$ cat src/rtl/serial_subtractor64.sv
// Multi-cycle subtractor: diff = a - b, CHUNK bits per clock with a rippled borrow.
// start is accepted in IDLE or DONE; done pulses for one cycle with the held result.
module serial_subtractor64 #(
  parameter int WIDTH = 64,
  parameter int CHUNK = 8
) (
  input  logic             clk,
  input  logic             rst,
  input  logic             start,
  input  logic [WIDTH-1:0] a,
  input  logic [WIDTH-1:0] b,
  output logic             busy,
  output logic             done,
  output logic [WIDTH-1:0] diff,
  output logic             borrow_out,
  output logic             overflow
);

  localparam int NCHUNK = WIDTH / CHUNK;
  localparam int CW     = (NCHUNK > 1) ? $clog2(NCHUNK) : 1;

  typedef enum logic [1:0] {IDLE, RUN, DONE} state_t;

  state_t           state;
  logic [WIDTH-1:0] a_r;
  logic [WIDTH-1:0] b_r;
  logic [WIDTH-1:0] res_r;
  logic             brw;
  logic [CW-1:0]    cnt;

  logic [CHUNK:0]   chunk_sub;
  logic [WIDTH-1:0] res_next;
  logic             last;

  // One extra bit on the chunk subtraction catches the borrow into the next chunk.
  always_comb begin
    chunk_sub = {1'b0, a_r[cnt*CHUNK +: CHUNK]} - {1'b0, b_r[cnt*CHUNK +: CHUNK]}
              - {{CHUNK{1'b0}}, brw};
    res_next = res_r;
    res_next[cnt*CHUNK +: CHUNK] = chunk_sub[CHUNK-1:0];
    last = (cnt == CW'(NCHUNK - 1));
  end

  always_ff @(posedge clk) begin
    if (rst) begin
      state      <= IDLE;
      a_r        <= '0;
      b_r        <= '0;
      res_r      <= '0;
      brw        <= 1'b0;
      cnt        <= '0;
      busy       <= 1'b0;
      done       <= 1'b0;
      diff       <= '0;
      borrow_out <= 1'b0;
      overflow   <= 1'b0;
    end else begin
      case (state)
        IDLE, DONE: begin
          done <= 1'b0;
          if (start) begin
            a_r   <= a;
            b_r   <= b;
            res_r <= '0;
            brw   <= 1'b0;
            cnt   <= '0;
            busy  <= 1'b1;
            state <= RUN;
          end else begin
            state <= IDLE;
          end
        end
        RUN: begin
          res_r <= res_next;
          brw   <= chunk_sub[CHUNK];
          if (last) begin
            // Visible results move only here, so they stay stable through the next RUN.
            cnt        <= '0;
            diff       <= res_next;
            borrow_out <= chunk_sub[CHUNK];
            overflow   <= (a_r[WIDTH-1] != b_r[WIDTH-1]) && (res_next[WIDTH-1] != a_r[WIDTH-1]);
            done       <= 1'b1;
            busy       <= 1'b0;
            state      <= DONE;
          end else begin
            cnt <= cnt + CW'(1);
          end
        end
        default: begin
          busy  <= 1'b0;
          done  <= 1'b0;
          state <= IDLE;
        end
      endcase
    end
  end

endmodule
$ cat config.mk
export PLATFORM = sky130hd
export DESIGN_NAME = serial_subtractor64
export DESIGN_NICKNAME = d
export VERILOG_FILES = /design/src/rtl/serial_subtractor64.sv
export SDC_FILE = /design/constraint.sdc
export NUM_CORES = 1
export LEC_CHECK = 0
export ABC_AREA = 1
export CAP_MARGIN = 20
export CORE_ASPECT_RATIO = 1.5
export CORE_MARGIN = 3
export CORE_UTILIZATION = 55
export CTS_BUF_LIST = sky130_fd_sc_hd__clkbuf_2 sky130_fd_sc_hd__clkbuf_4 sky130_fd_sc_hd__clkbuf_8
export DETAILED_ROUTE_END_ITERATION = 10
export PLACE_DENSITY = 0.83
export SLEW_MARGIN = 0
export SYNTH_ARGS = -nofsm -noshare
export SYNTH_HDL_FRONTEND = slang
export SYNTH_SLANG_ARGS = --single-unit
export TNS_END_PERCENT = 50
$ cat constraint.sdc
create_clock -name clk -period 4.4 [get_ports clk]
set_input_delay 0.88 -clock clk [delete_from_list [all_inputs] [get_ports clk]]
set_output_delay 0.88 -clock clk [all_outputs]
set_load 0.02 [all_outputs]
Word-level counts from Yosys, hierarchy flattened

Index checks and enable logic that the tools add are counted.

Latch bits: 0
Memory bits (writable): 0
Word-level logic and storage cells: 50
Input bits: 131
Register bits: 266
Output and inout bits: 68
Memories: 0
Bits in read-only memories: 0

$add $sub $neg: 4
Reduce and logical (&&, ||, !) cells: 9
Bitwise logic cells: 1
Div/mod/pow operators: 0
Eq/ne operators: 7
Order comparisons: 0
Muxes and demuxes: 14
Multiply operators: 0
Shift-type cells: 4

Operators with widths:

| operator                  | number |
|---|---|
| $pmux W64 S2              | 1 |
| $shiftx A64 B7 Y8         | 2 |
| $bwmux W64                | 1 |
| $mux W64                  | 1 |
| $shift A8 B34 Y64 const A | 1 |
| $shiftx A8 B34 Y64        | 1 |
| $neg A6 Y34               | 1 |
| $sub A8 B8 Y9             | 1 |
| $sub A9 B1 Y9             | 1 |
| $reduce_and A2 Y1         | 4 |
| $mux W3                   | 2 |
| $pmux W3 S2               | 1 |
| $mux W1                   | 4 |
| $ne A2 B2 Y1 const B      | 2 |
| $pmux W1 S2               | 2 |
| $pmux W2 S2               | 1 |
| $reduce_or A2 Y1          | 2 |
| $add A3 B1 Y3 const B     | 1 |
| $eq A3 B3 Y1 const B      | 1 |
| $eq A2 B1 Y1 const B      | 1 |
| $eq A2 B2 Y1 const B      | 1 |
| $logic_not A2 Y1          | 1 |
| $mux W2                   | 1 |
| $ne A1 B1 Y1              | 2 |
| 3 further kinds           | 3 |

Logic depth before layout (Yosys ltp)

Depth in word-level cells: 7
Depth in mapped cells: 22
Mapped depth without buffers: 20

Worst setup path before layout

No wires, ideal clock.

Path kind: register to register
Start: register cnt[0]
End: register res_r[54]
Path buffers: 3
Data required time: 4329 ps
Cell stages (with the launch flop): 22
Slack: 1128 ps
Clock period less this slack: 3272 ps
Library setup time: 71 ps
Arrival: 3202 ps
Cells stage by stage: dfxtp_1 buf_6 clkbuf_1 buf_1 nor2_1 o221ai_1 o21ai_0 fa_1 inv_1 fa_1 nand2_1 a21o_1 nand2_1 nand2_1 nand2_1 nand2_1 xor2_1 nor2_1 nand2_1 a21oi_1 nand2_1 a21oi_1

Longest elaborated chain between the ends: 6
Elaborated cells on any way between the ends: 9
Those cells by class: add/sub (3); shift (4); mux (2)

RTL lines:

| what                     | RTL line | text |
|---|---|---|
| start: declaration       | 29       | `logic [CW-1:0] cnt;` |
| start signal: assignment | 86       | `cnt <= cnt + CW'(1);` |
| $shiftx A64 B7 Y8        | 37       | `chunk_sub = {1'b0, a_r[cnt*CHUNK +: CHUNK]} - {1'b0, b_r[cnt*CHUNK +: CHUNK]}` |
| $sub A8 B8 Y9            | 37       |  |
| $sub A9 B1 Y9            | 38       | `- {{CHUNK{1'b0}}, brw};` |
| $shiftx A8 B34 Y64       | 40       | `res_next[cnt*CHUNK +: CHUNK] = chunk_sub[CHUNK-1:0];` |
| $bwmux W64 (*)           | 40       |  |
| $pmux W64 S2 (*)         | 58       | `case (state)` |
| end signal: assignment   | 74       | `res_r <= res_next;` |
| end: declaration         | 27       | `logic [WIDTH-1:0] res_r;` |

Every way passes the cells marked *; elsewhere a longest branch is shown, timed or not.
A chain may end at the register's enable or synchronous reset.

Worst setup path after layout

Start: register cnt[0]
End: register res_r[62]

Same word-level chain as after synthesis.

==> results.md <==
* Critical Path End Type: flop
* Hold slack final at roughly 460 ps
* Dpl hpwl at 21.6 mm
* Sequential share of power at between 40% and 50%
* Critical path's slowest cell: fa_1
* Fin cells at roughly 2,000
* DRT Pass-1 Iters at 6
* Insertion delay to the later sink of the worst-skew pair at just over 500 ps
* CP Data Required Time at roughly 4800 ps
* Ant. Diodes at 0
* Placed Area at 13,400 µm²
* CTS buffer count at 39
* Number of synthesized flops with an enable pin at 0
* Sequential area share after synthesis at 47.1%
* Area delta synth->final at 25.6%
* Most used DFF post-synth: dfxtp_1
* Ys async rst share at 0%
* Core Footprint at 20,000 µm²
* Adder-Cell Fraction of Synth Area at 2.12%
* Compound-gate portion of the synthesized area at 20.7%
* Final worst slack at about 800 ps
* Pins over their slew limit at 0
* Sw Ratio at between 20 and 30%
* Final Util at around 70%
* Clock network power share at between 30 and 40%
* Vias in the first global route at 10,500
* CP cell instances: buf_4 > o21ai_0 > o22ai_1 > nor2_1 > a31oi_1 > fa_1 > inv_1 > fa_1 > nand2_1 > a21o_1 > nand2_1 > nand2_1 > nand2_1 > nand2_1 > xor2_1 > nor2_1 > nand2_1 > nand2_1 > o21ai_0 > o21ai_0
* Via count at 11,000
* Worst Tran Pin Value at about 770 ps
* Top-count cell post-synth: nor2_1
* Skew final at 11.0 ps
* Startpoint Class: flop
* Most frequent CP cell: nand2_1
* Leak at between 5 and 6 nW
* Hold buffer count at CTS at 0
* Cts repair resizes at 0
* RSZ-0062 raised after global routing: false
* Worst Path Arrival at 3960 ps
* Final ANT Viol Nets at 0
* Yosys cell types at 42
* CTS tree: yes
* Simple-gate portion of the synthesized area at between 20 and 25%
* CTS H-tree depth at 2
* Syn. warnings at 0
* Total track usage at 27.4%
* FP Rows at 63
* Final nets at 1,865
* Rel. slew slack at 48.8%
* Crit path max fanout at 45
* Status: completed
* Die height at 182 µm
* Final Hold Fails at 0
* Number of remaining DRC errors at 0
* Dpl ws at 840 ps
* Bufs and invs on worst path at 2
* Layout cells sized above 1 at 7.47%
* Wire per inst at 15.4 µm
* Post-route design area at 14,200 µm²
* Area contributors post-synth: dfxtp_1, o21ai_0, nor2_1
* Syn Std Cell Area at 11,300 µm²
* Post-synth net total at 1,712
* Die Footprint at 22,400 µm²
* Share of the synthesized area in the top cell type at 47.1%
* Root Buffer: clkbuf_8
* Main combinational cell family by area after synthesis: simple AND/OR/NAND/NOR gates
* Post-Route WL at around 31 mm
* Initial core utilization at 56.5%
* Clock Path Buffers at 3
* Post-route clock period utilization at 81.5%
* Peak Freq at 279 MHz
* First-pass GRT wire length at 50.1 mm
* GPL Wtd Cong at 0.933
* Tightest Hold Check Type: reg2reg
* FF+latch count, synth at 266
* CP delay by family, top: compound AO/OA/AOI/OAI gates
* Cell-internal power at 4.02 mW
* Largest net degree at the start of global routing at 90
* Clock sink count at between 200 and 300
* Die Wd at 123 µm
* DR iter-0 viols at 867
* Reg clk slew, reported paths at ~60 ps
* Critical path class: reg2reg
* Xor-xnor portion of the synthesized cell area at 0.531%
* Via density at 5.50
* Setup Fix Bufs, Post-CTS at 0
* Initial antenna violation count at 0
* Setup-failing EPs final at 0
* Grt ovf at 0
* Area leader, netlist: dfxtp_1
* Flop2flop setup slack at 810 ps
* VDD IR-drop max at 0.000282 V
* Setup TNS at 0 ps
* Comb pwr share at 17.8%
* Syn Area/Cell at a little over 7 µm²
* Cell count after placement at 1,935
* I/O Pins at 199
* Power Total at 5.60 mW
* Tmin final at ~3600 ps
* Commonest cells post-synth: nor2_1, o21ai_0, dfxtp_1
* Total of max-cap violations at 0
* CP peak stage delay at 430 ps
* IO Port Bufs at 198
* P_sw at 1.57 mW
* Mux cell area share after synthesis at 0.0996%
* Gate Count Post-Synth at ~1,600
* Power Dens Cells at between 300 and 400 nW/µm²
## power by group through the flow
stage	registers, mW	logic, mW	clock network [mW]
floorplan	2.61	0.653	0
global placement	2.63	0.960	0
detailed placement	2.63	0.983	0
CTS	2.58	0.988	2.04
global route	2.59	1.11	2.14
finish	2.58	0.996	2.02
## cell families (layout without fill, tap and decap cells)
group / count (synthesis) / after routing
AO/OA/AOI/OAI: 435 / 435
XOR/XNOR: 6 / 6
adder cells (fa/ha/maj): 18 / 18
buffers and inverters: 197 / 374
flip-flops: 266 / 266
multiplexers: 1 / 1
AND/OR/NAND/NOR: 640 / 640
## per-layer routing
| layer | GRT usage (%) | wire length, µm | vias to the layer above |
|---|---|---|---|
| li1 | - | - | 5447 |
| met1 | 32.3 | 12000 | 5018 |
| met2 | 48.4 | 15700 | 430 |
| met3 | 3.12 | 1620 | 96 |
| met4 | 13.4 | 1510 | 0 |
| met5 | 0 | 0 | - |
## layout make-up
| type | count | area, µm² |
|---|---|---|
| inverters | 90 | 350 |
| repair buffers | 219 | 2180 |
| clock buffers | 62 | 785 |
| flip-flops and latches | 266 | 5330 |
| clock inverters | 3 | 15.0 |
| multi-input cells | 1100 | 5220 |
| well taps | 260 | 325 |
| fillers | 1705 | 5820 |
## flip-flops by register name (all words and copies together) (netlist names), 2 cells and up
| register | flops |
|---|---|
| diff | 64 |
| res_r | 64 |
| cnt | 3 |
| b_r | 64 |
| state | 2 |
| a_r | 64 |
## worst register-to-register path: cells and delay by family, from the launching register on
family,cells,cell delay [ps]
XOR/XNOR,1,210
AO/OA/AOI/OAI,6,950
adder cells (fa/ha/maj),2,680
AND/OR/NAND/NOR,9,740
flip-flops,1,390
buffers and inverters,2,470
## final timing paths
kind,to,start,depth (start not counted)
setup / recovery,res_r[62],cnt[0],20
setup reg to reg,res_r[62],cnt[0],20
hold reg to reg,res_r[24],res_r[24],2
hold / removal,res_r[24],res_r[24],2
## layout by cell type, fill, tap and decap left out, drive strengths merged, types with 16 or more instances in the layout
cell,instances
a21oi,39
buf,21
clkbuf,62
clkdlybuf4s50,198
dfxtp,266
ha,16
inv,90
nand2,200
nand3,56
nor2,374
o21ai,334
o22ai,23
Power figures use the tool's default switching activity.
